===== src/rtl/wishbone_command_initiator_if.sv =====
// Client command/response handshake plus Wishbone B4 pipelined initiator signals.
// master = initiator block, slave = client/target environment.
interface wishbone_command_initiator_if #(
  parameter int AddressWidth = 16,
  parameter int DataWidth    = 8,
  parameter int Granularity  = 8
);
  localparam int SELWidth = DataWidth / Granularity;

  logic                    CMD_VALID;
  logic                    CMD_READY;
  logic                    CMD_WE;
  logic [AddressWidth-1:0] CMD_ADDR;
  logic [DataWidth-1:0]    CMD_DATA;
  logic [SELWidth-1:0]     CMD_SEL;

  logic                    RSP_VALID;
  logic                    RSP_READY;
  logic [DataWidth-1:0]    RSP_DATA;
  logic                    RSP_ERR;
  logic                    RSP_RTY;
  logic                    SPURIOUS;

  logic                    CYC;
  logic                    STB;
  logic                    WE;
  logic [AddressWidth-1:0] ADDR;
  logic [DataWidth-1:0]    DAT_ToTarget;
  logic [SELWidth-1:0]     SEL;
  logic [DataWidth-1:0]    DAT_ToInitiator;
  logic                    ACK;
  logic                    ERR;
  logic                    RTY;
  logic                    STALL;

  modport master (
    input  CMD_VALID, CMD_WE, CMD_ADDR, CMD_DATA, CMD_SEL, RSP_READY,
           DAT_ToInitiator, ACK, ERR, RTY, STALL,
    output CMD_READY, RSP_VALID, RSP_DATA, RSP_ERR, RSP_RTY, SPURIOUS,
           CYC, STB, WE, ADDR, DAT_ToTarget, SEL
  );

  modport slave (
    output CMD_VALID, CMD_WE, CMD_ADDR, CMD_DATA, CMD_SEL, RSP_READY,
           DAT_ToInitiator, ACK, ERR, RTY, STALL,
    input  CMD_READY, RSP_VALID, RSP_DATA, RSP_ERR, RSP_RTY, SPURIOUS,
           CYC, STB, WE, ADDR, DAT_ToTarget, SEL
  );
endinterface


===== src/rtl/wishbone_command_initiator.sv =====
// Wishbone B4 pipelined initiator: client commands become STB beats under one CYC, terminations return in order.
// Latency: accept -> STB 1 cycle; backpressure: CMD_READY low when MaxOutstanding in flight or the STB beat is stalled.
module wishbone_command_initiator #(
  parameter int AddressWidth   = 16,
  parameter int DataWidth      = 8,
  parameter int Granularity    = 8,
  parameter int MaxOutstanding = 4
) (
  input logic CLK,
  input logic RST,
  wishbone_command_initiator_if.master bus
);
  localparam int SELWidth = DataWidth / Granularity;
  localparam int PtrWidth = $clog2(MaxOutstanding);
  localparam int CntWidth = PtrWidth + 1;
  localparam logic [CntWidth-1:0] MaxCount = CntWidth'(MaxOutstanding);
  localparam logic [CntWidth-1:0] One      = CntWidth'(1);

  typedef struct packed {
    logic [DataWidth-1:0] data;
    logic                 err;
    logic                 rty;
  } rsp_t;

  logic [CntWidth-1:0]     inflight, inflight_nxt;
  logic [CntWidth-1:0]     pending, pending_nxt;
  logic                    stb_q, stb_nxt, cyc_q, we_q, spurious_q;
  logic [AddressWidth-1:0] addr_q;
  logic [DataWidth-1:0]    dat_q;
  logic [SELWidth-1:0]     sel_q;
  logic                    cmd_ready, accept, handoff, term_any, term_ok, pop, rsp_vld;

  // Extra pointer bit separates full from empty.
  rsp_t                    rsp_mem [MaxOutstanding];
  logic [CntWidth-1:0]     wr_ptr, rd_ptr;
  rsp_t                    rsp_head;

  assign cmd_ready = RST && (inflight < MaxCount) && (!stb_q || !bus.STALL);
  assign accept    = bus.CMD_VALID && cmd_ready;
  assign handoff   = stb_q && !bus.STALL;
  assign term_any  = bus.ACK || bus.ERR || bus.RTY;
  // Presented beats are already counted in pending, so a zero-wait answer is covered.
  assign term_ok   = term_any && cyc_q && (pending != '0);
  assign rsp_vld   = (wr_ptr != rd_ptr);
  assign pop       = rsp_vld && bus.RSP_READY;
  assign rsp_head  = rsp_mem[rd_ptr[PtrWidth-1:0]];

  always_comb begin
    stb_nxt = stb_q;
    if (accept)       stb_nxt = 1'b1;
    else if (handoff) stb_nxt = 1'b0;

    inflight_nxt = inflight;
    if (accept && !pop)      inflight_nxt = inflight + One;
    else if (!accept && pop) inflight_nxt = inflight - One;

    pending_nxt = pending;
    if (accept && !term_ok)      pending_nxt = pending + One;
    else if (!accept && term_ok) pending_nxt = pending - One;
  end

  always_ff @(posedge CLK or negedge RST) begin
    if (!RST) begin
      stb_q      <= 1'b0;
      cyc_q      <= 1'b0;
      we_q       <= 1'b0;
      addr_q     <= '0;
      dat_q      <= '0;
      sel_q      <= '0;
      spurious_q <= 1'b0;
      inflight   <= '0;
      pending    <= '0;
      wr_ptr     <= '0;
      rd_ptr     <= '0;
    end else begin
      stb_q      <= stb_nxt;
      cyc_q      <= stb_nxt || (pending_nxt != '0);
      inflight   <= inflight_nxt;
      pending    <= pending_nxt;
      spurious_q <= term_any && !term_ok;
      if (accept) begin
        we_q   <= bus.CMD_WE;
        addr_q <= bus.CMD_ADDR;
        dat_q  <= bus.CMD_DATA;
        sel_q  <= bus.CMD_SEL;
      end
      if (term_ok) wr_ptr <= wr_ptr + One;
      if (pop)     rd_ptr <= rd_ptr + One;
    end
  end

  // ACK outranks ERR, which outranks RTY.
  always_ff @(posedge CLK) begin
    if (term_ok) begin
      rsp_mem[wr_ptr[PtrWidth-1:0]] <= '{data: bus.DAT_ToInitiator,
                                         err:  !bus.ACK && bus.ERR,
                                         rty:  !bus.ACK && !bus.ERR && bus.RTY};
    end
  end

  assign bus.CMD_READY    = cmd_ready;
  assign bus.RSP_VALID    = rsp_vld;
  assign bus.RSP_DATA     = rsp_head.data;
  assign bus.RSP_ERR      = rsp_head.err;
  assign bus.RSP_RTY      = rsp_head.rty;
  assign bus.SPURIOUS     = spurious_q;
  assign bus.CYC          = cyc_q;
  assign bus.STB          = stb_q;
  assign bus.WE           = we_q;
  assign bus.ADDR         = addr_q;
  assign bus.DAT_ToTarget = dat_q;
  assign bus.SEL          = sel_q;
endmodule

===== src/flat_wrapper.sv =====
// flat-port wrapper written by rule: the top's interface ports become plain ports
module wishbone_command_initiator_flat 
#(
  parameter int AddressWidth   = 16,
  parameter int DataWidth      = 8,
  parameter int Granularity    = 8,
  parameter int MaxOutstanding = 4
)
  (CLK, RST, bus_CMD_VALID, bus_CMD_WE, bus_CMD_ADDR, bus_CMD_DATA, bus_CMD_SEL, bus_RSP_READY, bus_DAT_ToInitiator, bus_ACK, bus_ERR, bus_RTY, bus_STALL, bus_CMD_READY, bus_RSP_VALID, bus_RSP_DATA, bus_RSP_ERR, bus_RSP_RTY, bus_SPURIOUS, bus_CYC, bus_STB, bus_WE, bus_ADDR, bus_DAT_ToTarget, bus_SEL);
  wishbone_command_initiator_if #(.AddressWidth(AddressWidth), .DataWidth(DataWidth), .Granularity(Granularity)) bus_i ();
  input logic CLK;
  input logic RST;
  input wire logic [$bits(bus_i.CMD_VALID)-1:0] bus_CMD_VALID;
  input wire logic [$bits(bus_i.CMD_WE)-1:0] bus_CMD_WE;
  input wire logic [$bits(bus_i.CMD_ADDR)-1:0] bus_CMD_ADDR;
  input wire logic [$bits(bus_i.CMD_DATA)-1:0] bus_CMD_DATA;
  input wire logic [$bits(bus_i.CMD_SEL)-1:0] bus_CMD_SEL;
  input wire logic [$bits(bus_i.RSP_READY)-1:0] bus_RSP_READY;
  input wire logic [$bits(bus_i.DAT_ToInitiator)-1:0] bus_DAT_ToInitiator;
  input wire logic [$bits(bus_i.ACK)-1:0] bus_ACK;
  input wire logic [$bits(bus_i.ERR)-1:0] bus_ERR;
  input wire logic [$bits(bus_i.RTY)-1:0] bus_RTY;
  input wire logic [$bits(bus_i.STALL)-1:0] bus_STALL;
  output wire logic [$bits(bus_i.CMD_READY)-1:0] bus_CMD_READY;
  output wire logic [$bits(bus_i.RSP_VALID)-1:0] bus_RSP_VALID;
  output wire logic [$bits(bus_i.RSP_DATA)-1:0] bus_RSP_DATA;
  output wire logic [$bits(bus_i.RSP_ERR)-1:0] bus_RSP_ERR;
  output wire logic [$bits(bus_i.RSP_RTY)-1:0] bus_RSP_RTY;
  output wire logic [$bits(bus_i.SPURIOUS)-1:0] bus_SPURIOUS;
  output wire logic [$bits(bus_i.CYC)-1:0] bus_CYC;
  output wire logic [$bits(bus_i.STB)-1:0] bus_STB;
  output wire logic [$bits(bus_i.WE)-1:0] bus_WE;
  output wire logic [$bits(bus_i.ADDR)-1:0] bus_ADDR;
  output wire logic [$bits(bus_i.DAT_ToTarget)-1:0] bus_DAT_ToTarget;
  output wire logic [$bits(bus_i.SEL)-1:0] bus_SEL;
  assign bus_i.CMD_VALID = bus_CMD_VALID;
  assign bus_i.CMD_WE = bus_CMD_WE;
  assign bus_i.CMD_ADDR = bus_CMD_ADDR;
  assign bus_i.CMD_DATA = bus_CMD_DATA;
  assign bus_i.CMD_SEL = bus_CMD_SEL;
  assign bus_i.RSP_READY = bus_RSP_READY;
  assign bus_i.DAT_ToInitiator = bus_DAT_ToInitiator;
  assign bus_i.ACK = bus_ACK;
  assign bus_i.ERR = bus_ERR;
  assign bus_i.RTY = bus_RTY;
  assign bus_i.STALL = bus_STALL;
  assign bus_CMD_READY = bus_i.CMD_READY;
  assign bus_RSP_VALID = bus_i.RSP_VALID;
  assign bus_RSP_DATA = bus_i.RSP_DATA;
  assign bus_RSP_ERR = bus_i.RSP_ERR;
  assign bus_RSP_RTY = bus_i.RSP_RTY;
  assign bus_SPURIOUS = bus_i.SPURIOUS;
  assign bus_CYC = bus_i.CYC;
  assign bus_STB = bus_i.STB;
  assign bus_WE = bus_i.WE;
  assign bus_ADDR = bus_i.ADDR;
  assign bus_DAT_ToTarget = bus_i.DAT_ToTarget;
  assign bus_SEL = bus_i.SEL;
  wishbone_command_initiator #(.AddressWidth(AddressWidth), .DataWidth(DataWidth), .Granularity(Granularity), .MaxOutstanding(MaxOutstanding)) u_core (.CLK(CLK), .RST(RST), .bus(bus_i));
endmodule

===== config.mk =====
export PLATFORM = sky130hd
export DESIGN_NAME = wishbone_command_initiator_flat
export DESIGN_NICKNAME = d
export VERILOG_FILES = /design/src/rtl/wishbone_command_initiator_if.sv /design/src/rtl/wishbone_command_initiator.sv /design/src/flat_wrapper.sv
export SDC_FILE = /design/constraint.sdc
export NUM_CORES = 1
export LEC_CHECK = 0
export BUFFER_PORTS_ARGS = -buffer_cell sky130_fd_sc_hd__buf_2
export CAP_MARGIN = 25
export CORE_ASPECT_RATIO = 1.1
export CORE_UTILIZATION = 45
export DETAILED_ROUTE_END_ITERATION = 16
export MAX_ROUTING_LAYER = met4
export PLACE_DENSITY = 0.77
export REMOVE_ABC_BUFFERS = 1
export SETUP_SLACK_MARGIN = 0.02
export SYNTH_ARGS = -nofsm -noshare
export SYNTH_HDL_FRONTEND = slang
export SYNTH_SLANG_ARGS = --single-unit
export TNS_END_PERCENT = 20

===== constraint.sdc =====
create_clock -name CLK -period 2.7 [get_ports CLK]
set_input_delay 0.135 -clock CLK [delete_from_list [all_inputs] [get_ports CLK]]
set_output_delay 0.135 -clock CLK [all_outputs]
set_load 0.03 [all_outputs]

# Word level (Yosys, flattened, before mapping)
# Memory sizes are Yosys's and may differ from the RTL's.
# Cells that the tools add are included.
totals:
  out_inout_bits: 41
  wordCells: 57
  reg_bits: 41
  in_bits: 42
  memories: 1
  ram_bits: 40
mem_list:
  columns: ["name", "depth", "width", "read_ports", "rd_ports_with_merged_regs", "write_ports", "line_no", "text"]
  rows:
  - ["u_core.rsp_mem", 4, 10, 1, 0, 1, "wishbone_command_initiator.sv:34", "rsp_t rsp_mem [MaxOutstanding];"]
op_classes:
  n_reduce_logical: 29
  mux: 8
  n_addsub: 6
  eq_ne: 1
  magnitude_cmp: 1
ops:
  columns: ["op", "count"]
  rows:
  - ["$logic_and A1 B1 Y1", 15]
  - ["$add A3 B1 Y3 const B", 4]
  - ["$mux W3", 4]
  - ["$logic_not A1 Y1", 7]
  - ["$reduce_bool A3 Y1", 2]
  - ["$sub A3 B1 Y3 const B", 2]
  - ["$logic_or A1 B1 Y1", 4]
  - ["$mux W1", 4]
  - ["$lt A3 B3 Y1 const B", 1]
  - ["$ne A3 B3 Y1", 1]
  - ["$reduce_bool A2 Y1", 1]

# Longest topological paths before layout
# Gate-level depths: netlist of the first run.
depth:
  depth_word: 10
  mapped_depth: 11
  depth_no_buf: 9

# Worst setup path before layout of the first run
# No wires, ideal clock.
synth_timing:
  kind: "reg-to-reg"
  start: "reg u_core.stb_q, in the netlist u_core.bus.STB"
  end: "reg u_core.inflight[2]"
  path_stages_with_launch: 12
  arrival_time_ps: 2036
  period_less_slack_ps: 2116
  n_path_buf: 2
  setup_slack_ps: 584
  required_time_ps: 2621
  setup_time_ps: 79
  cell_sequence: "dfrtp_1 -> nand2_1 -> nand2b_4 -> inv_2 -> buf_6 -> buf_6 -> ha_1 -> inv_1 -> fa_1 -> xor2_1 -> nor2_1 -> xor2_1"
synth_between:
  elab_chain_len: 7
  elab_cells_between_ends: 9
  cone_classes: "mux: 1; reduce/logical: 8"
synth_lines:
  columns: ["item", "line_no", "text"]
  rows:
  - ["start, declared", "wishbone_command_initiator.sv:27", "logic stb_q, stb_nxt, cyc_q, we_q, spurious_q;"]
  - ["start signal, assigned", "wishbone_command_initiator.sv:76", "stb_q <= stb_nxt;"]
  - ["$logic_not A1 Y1 *", "wishbone_command_initiator.sv:38", "assign cmd_ready = RST && (inflight < MaxCount) && (!stb_q || !bus.STALL);"]
  - ["$logic_or A1 B1 Y1 *", "wishbone_command_initiator.sv:38", null]
  - ["$logic_and A1 B1 Y1 *", "wishbone_command_initiator.sv:38", null]
  - ["$logic_and A1 B1 Y1 *", "wishbone_command_initiator.sv:39", "assign accept = bus.CMD_VALID && cmd_ready;"]
  - ["via u_core.accept", "wishbone_command_initiator.sv:31", "logic cmd_ready, accept, handoff, term_any, term_ok, pop, rsp_vld;"]
  - ["$logic_not A1 Y1", "wishbone_command_initiator.sv:55", "else if (!accept && pop) inflight_nxt = inflight - One;"]
  - ["$logic_and A1 B1 Y1", "wishbone_command_initiator.sv:55", null]
  - ["$reduce_bool A2 Y1 (no source line)", null, null]
  - ["end signal, assigned", "wishbone_command_initiator.sv:78", "inflight <= inflight_nxt;"]
  - ["end, declared", "wishbone_command_initiator.sv:25", "logic [CntWidth-1:0] inflight, inflight_nxt;"]
# The timed path passes the listed nets; every way through them passes the cells marked *.
# A chain may end at the register's enable or synchronous reset.

# Final worst setup path of the first run
layout_timing:
  start: "reg u_core.pending[0]"
  end: "mem u_core.rsp_mem[0][3] (netlist bit), enable pin"
layout_between:
  elab_chain_len: 4
layout_lines:
  columns: ["item", "line_no", "text"]
  rows:
  - ["start, declared", "wishbone_command_initiator.sv:26", "logic [CntWidth-1:0] pending, pending_nxt;"]
  - ["start signal, assigned", "wishbone_command_initiator.sv:79", "pending <= pending_nxt;"]
  - ["$reduce_bool A3 Y1", "wishbone_command_initiator.sv:43", "assign term_ok = term_any && cyc_q && (pending != '0);"]
  - ["$logic_and A1 B1 Y1", "wishbone_command_initiator.sv:43", null]
  - ["$mux W1", "wishbone_command_initiator.sv:94", "if (term_ok) begin"]
  - ["$mux W1 (implied by the code)", "wishbone_command_initiator.sv:95", "rsp_mem[wr_ptr[PtrWidth-1:0]] <= '{data: bus.DAT_ToInitiator,"]
  - ["end, declared", "wishbone_command_initiator.sv:34", null]
# Every way passes these cells.

==> impl_metrics.tcl, run 1 <==
set metrics [dict create \
    hold_end "u_core.rsp_mem[3][9]$_DFFE_PP_" \
    hold_buffers 30 \
    max-cap-violations 0 \
    area_delta_synth_final_pct 29.35 \
    place_hpwl_um 4225 \
    yosysTopAreaCellShare_pct 35.62 \
    drc 6 \
    syn_area_sq_mm 0.003372 \
    rsz0062_at_grt "no" \
    worst_slack_ns 0.5130 \
    antenna_found_initial 0 \
    die_h_um 92.79 \
    grt_first_pass_wirelength_um 11160 \
    cp_slowest_cell "and2_1" \
    viasPerCell 4.918 \
    final_common_cell "buf_2" \
    pin_count 83 \
    die_x_um 84.54 \
    power_density_mw_per_mm2 1220 \
    crit_buf_inv 1 \
    ys_seq_area_share_pct 66.05 \
    start_util_pct 47.31 \
    fmax_mhz 457.2 \
    rows 32 \
    critPathRequiredTime_ns 2.68 \
    drtAntennaViolNets 0 \
    synthArstFlopShare_pct 50.62 \
    cts_resized 0 \
    vias 2223 \
    antenna_cells 0 \
    power.total_mw 5.320 \
    rr_worst_depth 6 \
    final_nets 414 \
    hold_depth 1 \
    cp_max_fo 10 \
    htreeDepth 3 \
    first_pass_iters 10 \
    crit_chain "inv_1 -> ha_1 -> ha_1 -> nand2b_1 -> nor2_2 -> and2_1" \
    coreArea_sq_mm 0.007127 \
    ys.flop_type "dfrtp_1" \
    grt_pass1_vias 2400 \
    peakVddDrop_mv 0.6934 \
    synthCells 243 \
    grt_util_met3_pct 4.991 \
    tns_ns 0 \
    endpoint_kind "register" \
    routed_wirelength_um 6737 \
    status "complete, but fails checks" \
    cts_buffers 9 \
    relSlewSlack_pct 64.64 \
    clk_pin_slew_ns 0.08 \
    global_route.usage.met2_pct 31.91 \
    setup_viol_count_final 0 \
    clk_latency_ns 0.35 \
    gr-max-usage-layer "met2" \
    path_common_cell "ha_1" \
    r2r_start "u_core.pending[0]$_DFF_PN0_" \
    wl_per_cell_um 14.90 \
    worst_r2r_endpoint "u_core.rsp_mem[0][3]$_DFFE_PP_" \
    cts_setup_buffers 0 \
    ys_types 41 \
    grt_max_degree 43 \
    final-max-slew-violation-count 0 \
    synth-seq-cells 81 \
    layout_common_cells "82 x buf_2, 81 x nand2_1, 41 x dfrtp_1" \
    synth_edf_count 40 \
    netlist_top_cells_area "edfxtp_1 36%, dfrtp_1 30%, nand2_1 9.0%" \
    violations "DRC" \
    crit_type "register to register" \
    grt_use_met1_pct 22.44 \
    dieArea_sq_mm 0.007844 \
    gp_congestion 0.7979 \
    cp_slowest_stage_delay_ns 0.51 \
    dp_slack_ns 0.5187 \
    hp-class "input pin to register" \
    hold_viol_final 0 \
    clockRootBuffer "clkbuf_8" \
    synth_top_area_cell "edfxtp_1" \
    power_leakage_nw 2.022 \
    yosysWarningCount 0 \
    cts_tree "done" \
    grt.overflow.total 0 \
    min_period_ns 2.187 \
    synth_area_per_cell_sq_um 13.88 \
    arrival_ns 2.17 \
    numPortBuffers 82 \
    tightest_slew_ns 0.5304 \
    post-route-period-util_pct 81.00 \
    clock_skew_ns 0.009618 \
    dr.first_iter.drc_count 112 \
    min_from "bus_DAT_ToInitiator[7]" \
    grt_util_all_layers_pct 19.60 \
    drive_above_1_share_pct 34.88 \
    cpLargestDelayFamily "simple AND/OR/NAND/NOR gates" \
    cts.sinks 81 \
    rrSetupSlack_ns 0.51 \
    cts_buffer_depth 2 \
    start_kind "register" \
]
==> where the power goes <==
part,switching (mW),internal [mW],leakage (nW)
clock network,0.420,0.503,0.109
registers,0.236,1.82,0.872
logic,1.49,0.851,1.04
==> how the worst max path moves through the flow <==
stage,startpoint,end,slack [ns],depth (start not counted)
after CTS,u_core.pending[0]$_DFF_PN0_,u_core.rsp_mem[1][2]$_DFFE_PP_,0.50,6
after detailed placement,u_core.pending[0]$_DFF_PN0_,u_core.rsp_mem[1][5]$_DFFE_PP_,0.52,6
after global routing,u_core.pending[0]$_DFF_PN0_,u_core.rsp_mem[0][3]$_DFFE_PP_,0.37,6
final,u_core.pending[0]$_DFF_PN0_,u_core.rsp_mem[0][3]$_DFFE_PP_,0.51,6
after floorplan,u_core.rd_ptr[0]$_DFFE_PN0P_,u_core.inflight[2]$_DFFE_PN0P_,0.33,9
after global placement,u_core.pending[0]$_DFF_PN0_,u_core.rsp_mem[1][7]$_DFFE_PP_,0.64,6
==> routing by layer <==
layer  vias to the layer above  wire, um
met4                         0       181
met2                       114      3203
met3                        15       485
met1                      1034      2866
li1                       1060         -
met5                         -         0
==> final cells by class <==
class	instances	area [sq um]
fill	546	2765
clock buffer	12	163.9
timing repair buffer	117	748.2
clock inverter	4	48.80
multi-input combinational	145	1037
tap	85	106.4
inverter	8	30.03
sequential	81	2227
==> through the flow <==
step / util [%] / std cells / hold WS (ns) / cell area, sq um
CTS: 61.20 / 452 / 0.002092 / 4362
global placement: 54.00 / 406 / 0.3101 / 3849
floorplan: - / 234 / -0.1606 / 3294
finish: 61.20 / 452 / 0.01041 / 4362
detailed placement: 54.00 / 406 / 0.3084 / 3849
global route: 61.20 / 452 / 0.0003511 / 4362
==> cell families after synthesis <==
kind of cell / after synthesis / share of synthesized area, %
compound gates: 9 / 1.744
xor+xnor: 13 / 3.600
fa+ha+maj: 11 / 4.267
buf+inv: 17 / 3.191
flops: 81 / 66.05
mux: 12 / 7.347
simple gates: 100 / 13.80
==> sequential cells by signal, indices dropped and copies added, names as in the netlist <==
register / flops
u_core.wr_ptr: 3
u_core.rsp_mem: 40
u_core.bus.SEL: 1
u_core.bus.WE: 1
u_core.rd_ptr: 3
u_core.inflight: 3
u_core.bus.CYC: 1
u_core.bus.ADDR: 16
u_core.bus.SPURIOUS: 1
u_core.bus.STB: 1
u_core.pending: 3
u_core.bus.DAT_ToTarget: 8
==> synthesized netlist by cell type, drive strengths merged (3+ instances only) <==
master and instances:
edfxtp 40, buf 9, xnor2 10, mux4 10, and2 4, o21ai 4, xor2 3, ha 9
nand2 82, dfrtp 41, inv 8
==> worst register-to-register path: cells and delay by family, from the launching register on <==
family                   cells  cell delay, ns
flip-flops                   1            0.43
buffers and inverters        1            0.06
adder cells (fa/ha/maj)      2            0.37
AND/OR/NAND/NOR              3            0.97
Note: power is estimated with default switching activity, not from simulation.
==> run 2, diff against run 1 <==
==> constraint.sdc (replaced) <==
create_clock -name CLK -period 2.1 [get_ports CLK]
set_input_delay 0.105 -clock CLK [delete_from_list [all_inputs] [get_ports CLK]]
set_output_delay 0.105 -clock CLK [all_outputs]
set_load 0.03 [all_outputs]
==> run 2 against run 1 <==
  * The run still ends with DRC left
  * Global-route usage decreased by 0.14 points
  * First-iteration DRC count decreased by 6.3%
  * Routed wire length increased by 1.0%
  * Critical endpoint is now u_core.inflight[2]$_DFFE_PN0P_
  * Largest cell class unchanged
  * Largest power group unchanged
==> impl_metrics.tcl, run 2 (synthesis gave the netlist of run 1 again) <==
set metrics [dict create \
    status "complete, but fails checks" \
    violations "DRC" \
    start_util_pct 47.31 \
    htreeDepth 3 \
    min_from "bus_RSP_READY" \
    hold_depth 3 \
    power_density_mw_per_mm2 1558 \
    cts_buffers 9 \
    die_h_um 92.79 \
    hold_end "u_core.rd_ptr[0]$_DFFE_PN0P_" \
    power_leakage_nw 2.084 \
    cts_tree "done" \
    fillers 531 \
    pin_count 83 \
    grt_pass1_vias 2346 \
    grt_first_pass_wirelength_um 11020 \
    setup_viol_count_final 0 \
    fmax_mhz 516.0 \
    final_common_cell "buf_2" \
    post-route-period-util_pct 92.28 \
    viasPerCell 4.933 \
    pwr-share-seq_pct 37.8 \
    final-max-slew-violation-count 0 \
    arrival_ns 2.20 \
    drtAntennaViolNets 0 \
    cts_buffer_depth 2 \
    clockRootBuffer "clkbuf_8" \
    rows 32 \
    min_period_ns 1.938 \
    rr_worst_depth 9 \
    dp_slack_ns 0.1511 \
    drive_above_1_share_pct 36.24 \
    internal_power_mw 4.220 \
    final_nets 425 \
    grt.overflow.total 0 \
    start_kind "register" \
    max-cap-violations 0 \
    stdcell_count 463 \
    rsz0062_at_grt "no" \
    die_x_um 84.54 \
    antenna_found_initial 0 \
    vias 2284 \
    worst_slack_ns 0.1620 \
    drc 6 \
    largest_reg_flops 40 \
    coreArea_sq_mm 0.007127 \
    rrSetupSlack_ns 0.16 \
    wl_per_cell_um 14.70 \
    numPortBuffers 82 \
    place_hpwl_um 4051 \
    crit_type "register to register" \
    clock_power_share_pct 17.5 \
    cts.sinks 81 \
    antenna_cells 0 \
    dr.first_iter.drc_count 105 \
    endpoint_kind "register" \
    worst_r2r_endpoint "u_core.inflight[2]$_DFFE_PN0P_" \
    gp_congestion 0.7898 \
    switching_share_pct 39.66 \
    grt_max_degree 43 \
    p_comb_share_pct 44.8 \
    critPathRequiredTime_ns 2.37 \
    area_delta_synth_final_pct 33.10 \
    hold_viol_final 0 \
    dp_cells 410 \
    tightest_slew_ns 0.5069 \
    cp_max_fo 3 \
    grt_util_all_layers_pct 19.46 \
    layout_common_cells "82 x buf_2, 81 x nand2_1, 41 x dfrtp_1" \
    clk_pin_slew_ns 0.08 \
    peakVddDrop_mv 0.9523 \
    dieArea_sq_mm 0.007844 \
    relSlewSlack_pct 66.21 \
    clock_skew_ns 0.006325 \
    r2r_start "u_core.wr_ptr[2]$_DFFE_PN0P_" \
    routed_wirelength_um 6807 \
    clk_latency_ns 0.34 \
    p_switching_mw 2.774 \
    hp-class "input pin to register" \
    first_pass_iters 10 \
]
## run 2: critical path: stages, from the launching register on
cell	delay (ns)
dfrtp_1	0.40
xnor2_1	0.20
nand3_2	0.13
nand2_4	0.10
ha_2	0.19
inv_1	0.06
fa_2	0.34
xor2_1	0.18
nor2_1	0.13
xor2_1	0.15
## run 2: layer usage
metal	wire length, um	global-route usage (%)
met4	190	10.59
met3	455	3.743
met1	2858	22.98
met5	0	-
met2	3303	31.71
## run 2: worst max-delay path by stage
stage                                 start                              to  slack (ns)  cells after the start
2_1_floorplan  u_core.rd_ptr[0]$_DFFE_PN0P_  u_core.inflight[2]$_DFFE_PN0P_       -0.27                      9
3_3_place_gp   u_core.wr_ptr[0]$_DFFE_PN0P_  u_core.inflight[2]$_DFFE_PN0P_        0.18                      9
3_5_place_dp   u_core.wr_ptr[0]$_DFFE_PN0P_  u_core.inflight[2]$_DFFE_PN0P_        0.15                      9
4_1_cts        u_core.wr_ptr[0]$_DFFE_PN0P_  u_core.inflight[2]$_DFFE_PN0P_        0.08                      9
5_1_grt        u_core.wr_ptr[2]$_DFFE_PN0P_  u_core.inflight[2]$_DFFE_PN0P_        0.07                      9
6_report       u_core.wr_ptr[2]$_DFFE_PN0P_  u_core.inflight[2]$_DFFE_PN0P_        0.16                      9
## run 2: final cells by class
type | instances | area (sq um) | share of cell area, %
clock buffers | 10 | 137.6 | 3.067
clock inverters | 6 | 81.33 | 1.812
inverters | 8 | 30.03 | 0.6691
multi-input cells | 145 | 1062 | 23.67
flip-flops and latches | 81 | 2227 | 49.62
well taps | 85 | 106.4 | 2.370
repair buffers | 128 | 843.3 | 18.79
## run 2: what timing repair did
action,CTS,global route
hold buffers,35,0
setup buffers,0,2
endpoints found under the hold margin,99,0
gates resized for setup,0,5
setup endpoints to repair,0,1
## run 2: stage by stage
stage	power, mW	TNS, ns	hold WS, ns	util (%)	area, sq um
floorplan	4.757	-0.4968	-0.1906	-	3294
global placement	5.578	0	0.2860	54.42	3879
detailed placement	5.648	0	0.2852	54.42	3879
CTS	6.944	0	0.05227	62.41	4448
global route	7.428	0	0.06252	62.97	4488
finish	6.993	0	0.06338	62.97	4488
## run 2: power groups by stage
stage | Sequential (mW) | Combinational, mW | Clock (mW)
floorplan | 3.19 | 1.57 | 0
global placement | 2.62 | 2.96 | 0
detailed placement | 2.64 | 3.01 | 0
CTS | 2.63 | 3.06 | 1.26
global route | 2.70 | 3.40 | 1.33
finish | 2.64 | 3.13 | 1.22
